$ cat config.mk
export PLATFORM = sky130hd
export DESIGN_NAME = auction_bid_collector_flat
export DESIGN_NICKNAME = d
export VERILOG_FILES = /design/src/rtl/auction_bid_collector_if.sv /design/src/rtl/auction_bid_collector.sv /design/src/flat_wrapper.sv
export SDC_FILE = /design/constraint.sdc
export NUM_CORES = 1
export LEC_CHECK = 0
export CAP_MARGIN = 20
export CORE_MARGIN = 4
export CORE_UTILIZATION = 47
export CTS_CLUSTER_SIZE = 14
export DETAILED_ROUTE_END_ITERATION = 7
export PLACE_DENSITY = 0.78
export SYNTH_ARGS = -nofsm -noshare
export SYNTH_HDL_FRONTEND = slang
export SYNTH_SLANG_ARGS = --single-unit
$ cat constraint.sdc
create_clock -name clk -period 1.8 [get_ports clk]
set_input_delay 0.27 -clock clk [delete_from_list [all_inputs] [get_ports clk]]
set_output_delay 0.27 -clock clk [all_outputs]
set_load 0.05 [all_outputs]
$ cat src/rtl/auction_bid_collector_if.sv
// rtl/auction_bid_collector_if.sv - bid stream in, packed bid vector out
// Purpose: bundles the inbound bid stream and the outbound bid-vector handshake.
// Signals: in_valid/in_ready/in_id/in_bid (bid stream), bid/out_valid/out_ready (vector out).
// Modports: slave = collector side, master = producer/consumer side.
interface auction_bid_collector_if #(
    parameter int N = 2,
    parameter int W = 2
);
    logic                  in_valid;
    logic                  in_ready;
    logic [N-1:0]          in_id;
    logic [W-1:0]          in_bid;
    logic [(2**N)*W-1:0]   bid;
    logic                  out_valid;
    logic                  out_ready;

    modport slave (
        input  in_valid, in_id, in_bid, out_ready,
        output in_ready, bid, out_valid
    );

    modport master (
        output in_valid, in_id, in_bid, out_ready,
        input  in_ready, bid, out_valid
    );
endinterface

$ cat src/rtl/auction_bid_collector.sv
// rtl/auction_bid_collector.sv - sealed-bid collector, one bid per bidder, timeout close
// Purpose: gathers one bid per bidder, closes the round when all have bid or on timeout,
//          then presents the packed bid vector until the auction stage takes it.
// Ports: clk, rst (sync active-low), start, bus (auction_bid_collector_if.slave),
//        received (per-bidder stored flags), dup_err (registered pulse), timed_out.
module auction_bid_collector #(
    parameter int N       = 2,
    parameter int W       = 2,
    parameter int TIMEOUT = 8
) (
    input  logic                    clk,
    input  logic                    rst,
    input  logic                    start,
    auction_bid_collector_if.slave  bus,
    output logic [2**N-1:0]         received,
    output logic                    dup_err,
    output logic                    timed_out
);
    localparam int NB = 2**N;
    localparam int TW = $clog2(TIMEOUT) + 1;

    typedef enum logic [1:0] {IDLE, COLLECT, HOLD} state_t;

    state_t          state;
    state_t          state_next;
    logic [NB*W-1:0] bid_r;
    logic [TW-1:0]   timer;

    logic            accept;
    logic            is_dup;
    logic [NB-1:0]   received_upd;
    logic            all_in;
    logic            timer_expired;

    assign accept        = (state == COLLECT) && bus.in_valid;
    assign is_dup        = received[bus.in_id];
    // received as it will be after this edge; drives the "everyone has bid" exit
    assign received_upd  = received | (accept ? (NB'(1) << bus.in_id) : '0);
    assign all_in        = &received_upd;
    assign timer_expired = (timer == TW'(TIMEOUT - 1));
    assign bus.bid       = bid_r;

    always_ff @(posedge clk) begin
        if (!rst) begin
            state <= IDLE;
        end else begin
            state <= state_next;
        end
    end

    always_comb begin
        state_next    = state;
        bus.in_ready  = 1'b0;
        bus.out_valid = 1'b0;
        case (state)
            IDLE: begin
                if (start) begin
                    state_next = COLLECT;
                end
            end
            COLLECT: begin
                bus.in_ready = 1'b1;
                // completion wins over timeout when both land on the same edge
                if (all_in || timer_expired) begin
                    state_next = HOLD;
                end
            end
            HOLD: begin
                bus.out_valid = 1'b1;
                if (bus.out_ready) begin
                    state_next = IDLE;
                end
            end
            default: begin
                state_next = IDLE;
            end
        endcase
    end

    always_ff @(posedge clk) begin
        if (!rst) begin
            bid_r     <= '0;
            received  <= '0;
            timer     <= '0;
            dup_err   <= 1'b0;
            timed_out <= 1'b0;
        end else begin
            dup_err <= 1'b0;
            case (state)
                IDLE: begin
                    if (start) begin
                        bid_r     <= '0;
                        received  <= '0;
                        timer     <= '0;
                        timed_out <= 1'b0;
                    end
                end
                COLLECT: begin
                    timer    <= timer + 1'b1;
                    received <= received_upd;
                    for (int i = 0; i < NB; i++) begin
                        // first bid stands; a repeat only raises dup_err
                        if (accept && !is_dup && (bus.in_id == N'(i))) begin
                            bid_r[i*W +: W] <= bus.in_bid;
                        end
                    end
                    if (accept && is_dup) begin
                        dup_err <= 1'b1;
                    end
                    if (!all_in && timer_expired) begin
                        timed_out <= 1'b1;
                    end
                end
                default: begin
                end
            endcase
        end
    end
endmodule

$ cat src/flat_wrapper.sv
// flat-port wrapper written by rule: the top's interface ports become plain ports
module auction_bid_collector_flat 
#(
    parameter int N       = 2,
    parameter int W       = 2,
    parameter int TIMEOUT = 8
)
  (clk, rst, start, received, dup_err, timed_out, bus_in_valid, bus_in_id, bus_in_bid, bus_out_ready, bus_in_ready, bus_bid, bus_out_valid);
  auction_bid_collector_if #(.N(N), .W(W)) bus_i ();
  input  logic clk;
  input  logic rst;
  input  logic start;
  output logic [2**N-1:0] received;
  output logic dup_err;
  output logic timed_out;
  input wire logic [$bits(bus_i.in_valid)-1:0] bus_in_valid;
  input wire logic [$bits(bus_i.in_id)-1:0] bus_in_id;
  input wire logic [$bits(bus_i.in_bid)-1:0] bus_in_bid;
  input wire logic [$bits(bus_i.out_ready)-1:0] bus_out_ready;
  output wire logic [$bits(bus_i.in_ready)-1:0] bus_in_ready;
  output wire logic [$bits(bus_i.bid)-1:0] bus_bid;
  output wire logic [$bits(bus_i.out_valid)-1:0] bus_out_valid;
  assign bus_i.in_valid = bus_in_valid;
  assign bus_i.in_id = bus_in_id;
  assign bus_i.in_bid = bus_in_bid;
  assign bus_i.out_ready = bus_out_ready;
  assign bus_in_ready = bus_i.in_ready;
  assign bus_bid = bus_i.bid;
  assign bus_out_valid = bus_i.out_valid;
  auction_bid_collector #(.N(N), .W(W), .TIMEOUT(TIMEOUT)) u_core (.clk(clk), .rst(rst), .start(start), .bus(bus_i), .received(received), .dup_err(dup_err), .timed_out(timed_out));
endmodule
After elaboration in Yosys (flattened, before gate mapping)
Cells that the tools add are included.
{"block": "op_classes", "mul": 0, "shifts": 1, "n_div": 0, "bitwise": 1, "n_mux": 22, "n_lt_le_gt_ge": 1, "n_reduce_logical": 23, "n_addsub": 1, "eq_ne": 14}
{"op": "AND reduction 3 bit", "n": 6}
{"op": "inequality test 2 bit (second input constant)", "n": 8}
{"op": "one-hot mux 4 bit (2 select lines)", "n": 2}
{"op": "one-hot mux 8 bit (2 select lines)", "n": 1}
{"op": "two-way mux 2 bit", "n": 7}
{"op": "logical AND 1 bit", "n": 8}
{"op": "two-way mux 4 bit", "n": 2}
{"op": "two-way mux 8 bit", "n": 1}
{"op": "== test 2 bit (second input constant)", "n": 3}
{"op": "two-way mux 1 bit", "n": 6}
{"op": "one-hot mux 2 bit (3 select lines)", "n": 1}
{"op": "adder 4 x 1 -> 4 bit (second input constant)", "n": 1}
{"op": "== test 2 x 1 -> 1 bit (second input constant)", "n": 2}
{"op": "== test 4 x 3 -> 1 bit (second input constant)", "n": 1}
{"op": "zero test 2 bit", "n": 2}
{"op": "OR 4 bit", "n": 1}
{"op": "AND reduction 2 bit", "n": 2}
{"op": "AND reduction 4 bit", "n": 1}
{"op": "<< shifter 1 x 2 -> 4 bit (first input constant)", "n": 1}
{"op": "< comparator 2 x 3 -> 1 bit (second input constant)", "n": 1}
{"op": "binary-select mux 1 bit (select 2 bit)", "n": 1}
{"op": "zero test 1 bit", "n": 2}
{"op": "one-hot mux 1 bit (2 select lines)", "n": 1}
{"op": "nonzero test 2 bit", "n": 1}
{"op": "logical OR 1 bit", "n": 1}
{"block": "word_totals", "memories": 0, "latchBits": 0, "mem_bits_ro": 0, "inputBits": 9, "register_bits": 20, "out_inout_bits": 16, "word_cells": 72, "mem_bits_rw": 0}

Longest topological paths before layout
{"block": "logic_depth", "word_depth": 9, "mapped_depth": 5, "ltp_nobuf": 5}

Worst setup path after synthesis
Ideal clock, no wire load.
{"block": "synth_timing", "path_kind": "reg2reg", "from": "register u_core.state[1]", "to": "register u_core.bid_r[0] (netlist: u_core.bus.bid[0])", "setup_ns": 0.117, "setup_slack_ns": 0.073, "t_arrival_ns": 1.610, "stages_incl_launch_ff": 6, "t_required_ns": 1.683, "cell_sequence": "dfxtp_1 nand2b_1 clkinv_1 and2_1 mux2i_1 nor2b_1"}
{"block": "synth_between", "elab_chain_len": 6}
{"element": "from (decl)", "line": "auction_bid_collector.sv:24", "source": "state_t state;"}
{"element": "from (signal assigned)", "line": "auction_bid_collector.sv:47", "source": "state <= state_next;"}
{"element": "== test 2 x 1 -> 1 bit", "line": "auction_bid_collector.sv:35, auction_bid_collector.sv:89"}
{"element": "logical AND 1 bit", "line": "auction_bid_collector.sv:35", "source": "assign accept = (state == COLLECT) && bus.in_valid;"}
{"element": "logical AND 1 bit (2 in series)", "line": "auction_bid_collector.sv:103", "source": "if (accept && !is_dup && (bus.in_id == N'(i))) begin"}
{"element": "inequality test 2 bit (no source line)"}
{"element": "AND reduction 3 bit (no source line)"}
{"element": "to (signal, indexed assignment)", "line": "auction_bid_collector.sv:104", "source": "bid_r[i*W +: W] <= bus.in_bid;"}
{"element": "to (decl)", "line": "auction_bid_collector.sv:26", "source": "logic [NB*W-1:0] bid_r;"}
Parallel ways exist; a longest one is shown, timed or not.
A chain may end at the register's enable or synchronous reset.

Worst setup path after layout
{"block": "layout_timing", "from": "register u_core.bid_r[2] (netlist: u_core.bus.bid[2])", "to": "output port bus_bid[2]"}
{"element": "to (decl)", "line": "flat_wrapper.sv:21", "source": "output wire logic [$bits(bus_i.bid)-1:0] bus_bid;"}
No word-level cell between the ends.

==> flow_summary.ini <==
[detailed_routing]
detail-route-antenna-nets = 0
wl_per_cell_um = 13.4
drt_iter0_markers = 31
drtPass1Iterations = 4
vias = 872
via_per_inst = 5.52
totalWireLength_mm = 2.12
drc = 0

[cts]
clock-root-buffer = clkbuf_4
cts_tree = built
clock_path_buffers = 2
clock_latency_ns = 0.29
cts_setup_buffers = 0
post_cts_resized = 0
clock-sinks = 20
clk_pin_slew_ns = 0.10
cts_hold_buf = 0
cts_made_buffers = 3
ctsHtreeMaxLevel = 1

[sta]
period_needed_ns = 1.72
slew_viol_final = 0
hold_ws_ns = 0.470
final-hold-violation-count = 0
max_freq_mhz = 580
max_slew_margin = 0.664
tns_ns = 0
setup_violations = 0
worst_pin_slew_ns = 0.502
rsz0062_at_grt = no
layout_setup_ws_ns = 0.0759
skew_ns = 0.00147
finalCritPeriodShare = 0.958

[placed_design]
port_buffers = 24
gp_congestion = 0.857
place_ws_ns = 0.00716
dpl_cell_area_sq_um = 1230
dp.final_hpwl_mm = 1.56

[finish]
area_growth_syn_to_layout_pct = 31.8
drive_above_1_share = 0.137
nets = 143
antenna_cells = 0
fill_cells = 179
fin_area_sq_um = 1250

[outcome]
outcome = completed

[worst_setup_path]
cp_slowest_cell = clkdlybuf4s50_1
worst-endpoint-required_ns = 1.53
end_kind = output pin
max_stage_delay_ns = 0.81
cp_top_family = buffers and inverters
crit_fanout = 2
cp-start-kind = flip-flop
cp_num_buf_inv = 1
crit_chain = clkdlybuf4s50_1
cp.arrival_ns = 1.45
path_class = flip-flop to output pin

[floorplanning]
num_rows = 16
die_w_um = 53.0
core_area_sq_um = 1940
die_h_um = 53.0
io_pins = 25
die_area_sq_um = 2810
initial_utilization = 0.490

[yosys]
synth_top_area_frac = 0.420
syn_avg_cell_area_sq_um = 9.24
ys_warn_count = 0
yosysMostFrequentCell = dfxtp_1
synth_cells = 103
async_flop_share = 0
synth_top_cell_by_area = dfxtp_1
netlist_top_cells_area = dfxtp_1 42%, nor2b_1 8.5%, mux2i_1 8.4%
syn_area_sq_um = 952
synth.distinct_cells = 32
synth-seq-cells = 20
synth_edf_count = 0
yosys_most_used_dff = dfxtp_1
ys_seq_area_frac = 0.420
syn-num-nets = 113
synth_top_cells_by_count = 20 x dfxtp_1, 13 x nor2b_1, 8 x mux2i_1

[min_path]
hold_path_class = flip-flop to flip-flop

[power]
p_switching_uw = 258
p_int_uw = 624
power_frac_clock = 0.231
switching_share = 0.292
ir_drop_v = 0.000436
comb_power_share = 0.233
p_per_area_nw_per_um2 = 703
sequentialPowerShare = 0.536
leakagePower_uw = 0.000496

[global_routing]
grt_pass1_wl_mm = 3.52
grt_pass1_vias = 772
grt.total_usage = 0.170
grt_max_degree = 23
grt_overflow = 0
antenna_found_initial = 0

[run]
drv_cap = 0
sequential cells by signal (all words and copies together) (netlist names):
signal            flops
u_core.bus.bid        8
u_core.received       4
u_core.timer          4
u_core.state          2
u_core.dup_err        1
u_core.timed_out      1
metal layers:
| layer | up-vias | track usage | routed length, um |
|---|---|---|---|
| li1 | 424 | - | - |
| met1 | 410 | 0.218 | 918 |
| met2 | 34 | 0.269 | 1060 |
| met3 | 4 | 0.0366 | 118 |
| met4 | 0 | 0.0766 | 31 |
| met5 | - | 0 | 0 |
power groups by stage:
stage | combinational (uW) | sequential, uW | clock, uW
final | 206 | 472 | 204
after global routing | 221 | 475 | 237
after CTS | 206 | 472 | 217
after detailed placement | 204 | 482 | 0
after global placement | 202 | 481 | 0
after floorplan | 99.8 | 511 | 0
metrics by stage:
stage	power, uW	instances	utilization
6_report	882	158	0.646
5_1_grt	933	158	0.646
4_1_cts	895	158	0.646
3_5_place_dp	686	155	0.635
3_3_place_gp	682	155	0.635
2_1_floorplan	611	103	-
kinds of logic after synthesis:
kind of cell / share of synthesized area
AOI/OAI and AO/OA: 0.171
adders and majority gates: 0.0131
buffers and inverters: 0.0407
DFF: 0.420
muxes: 0.108
and+or+nand+nor: 0.247
path summary, 6_finish.rpt:
| path | from | to | slack, ns | cells after the start |
|---|---|---|---|---|
| hold reg to reg | u_core.timer[3]$_SDFFE_PN0P_ | u_core.timer[3]$_SDFFE_PN0P_ | 0.47 | 1 |
| hold / removal | u_core.timer[3]$_SDFFE_PN0P_ | u_core.timer[3]$_SDFFE_PN0P_ | 0.47 | 1 |
| setup reg to reg | u_core.state[1]$_SDFFE_PN0P_ | u_core.bus.bid[6]$_SDFFE_PN0P_ | 0.34 | 4 |
| setup / recovery | u_core.bus.bid[2]$_SDFFE_PN0P_ | bus_bid[2] | 0.08 | 1 |
layout make-up:
class                   instances  area, sq um  share of cell area
clock buffers                   3         22.5              0.0179
inverters                       6         22.5              0.0179
multi-input cells              73          513               0.409
flip-flops and latches         20          400               0.319
well taps                      27         33.8              0.0269
repair buffers                 29          263               0.209
cells in the final DEF, fill, tap and decap left out, types with 2 or more instances in the layout:
cell and n:
dfxtp_1 20, clkdlybuf4s50_1 18, nor2b_1 13, buf_4 11
mux2i_1 8, nor2_1 6, nand3_1 6, inv_1 5
o21ai_0 5, a31oi_1 4, nand2_1 4, a21oi_1 3
clkbuf_4 3, nand2b_1 2, and2_1 2, nand3b_1 2
a22oi_1 2, a21boi_0 2
No activity file was read; power rests on OpenSTA's default activity.
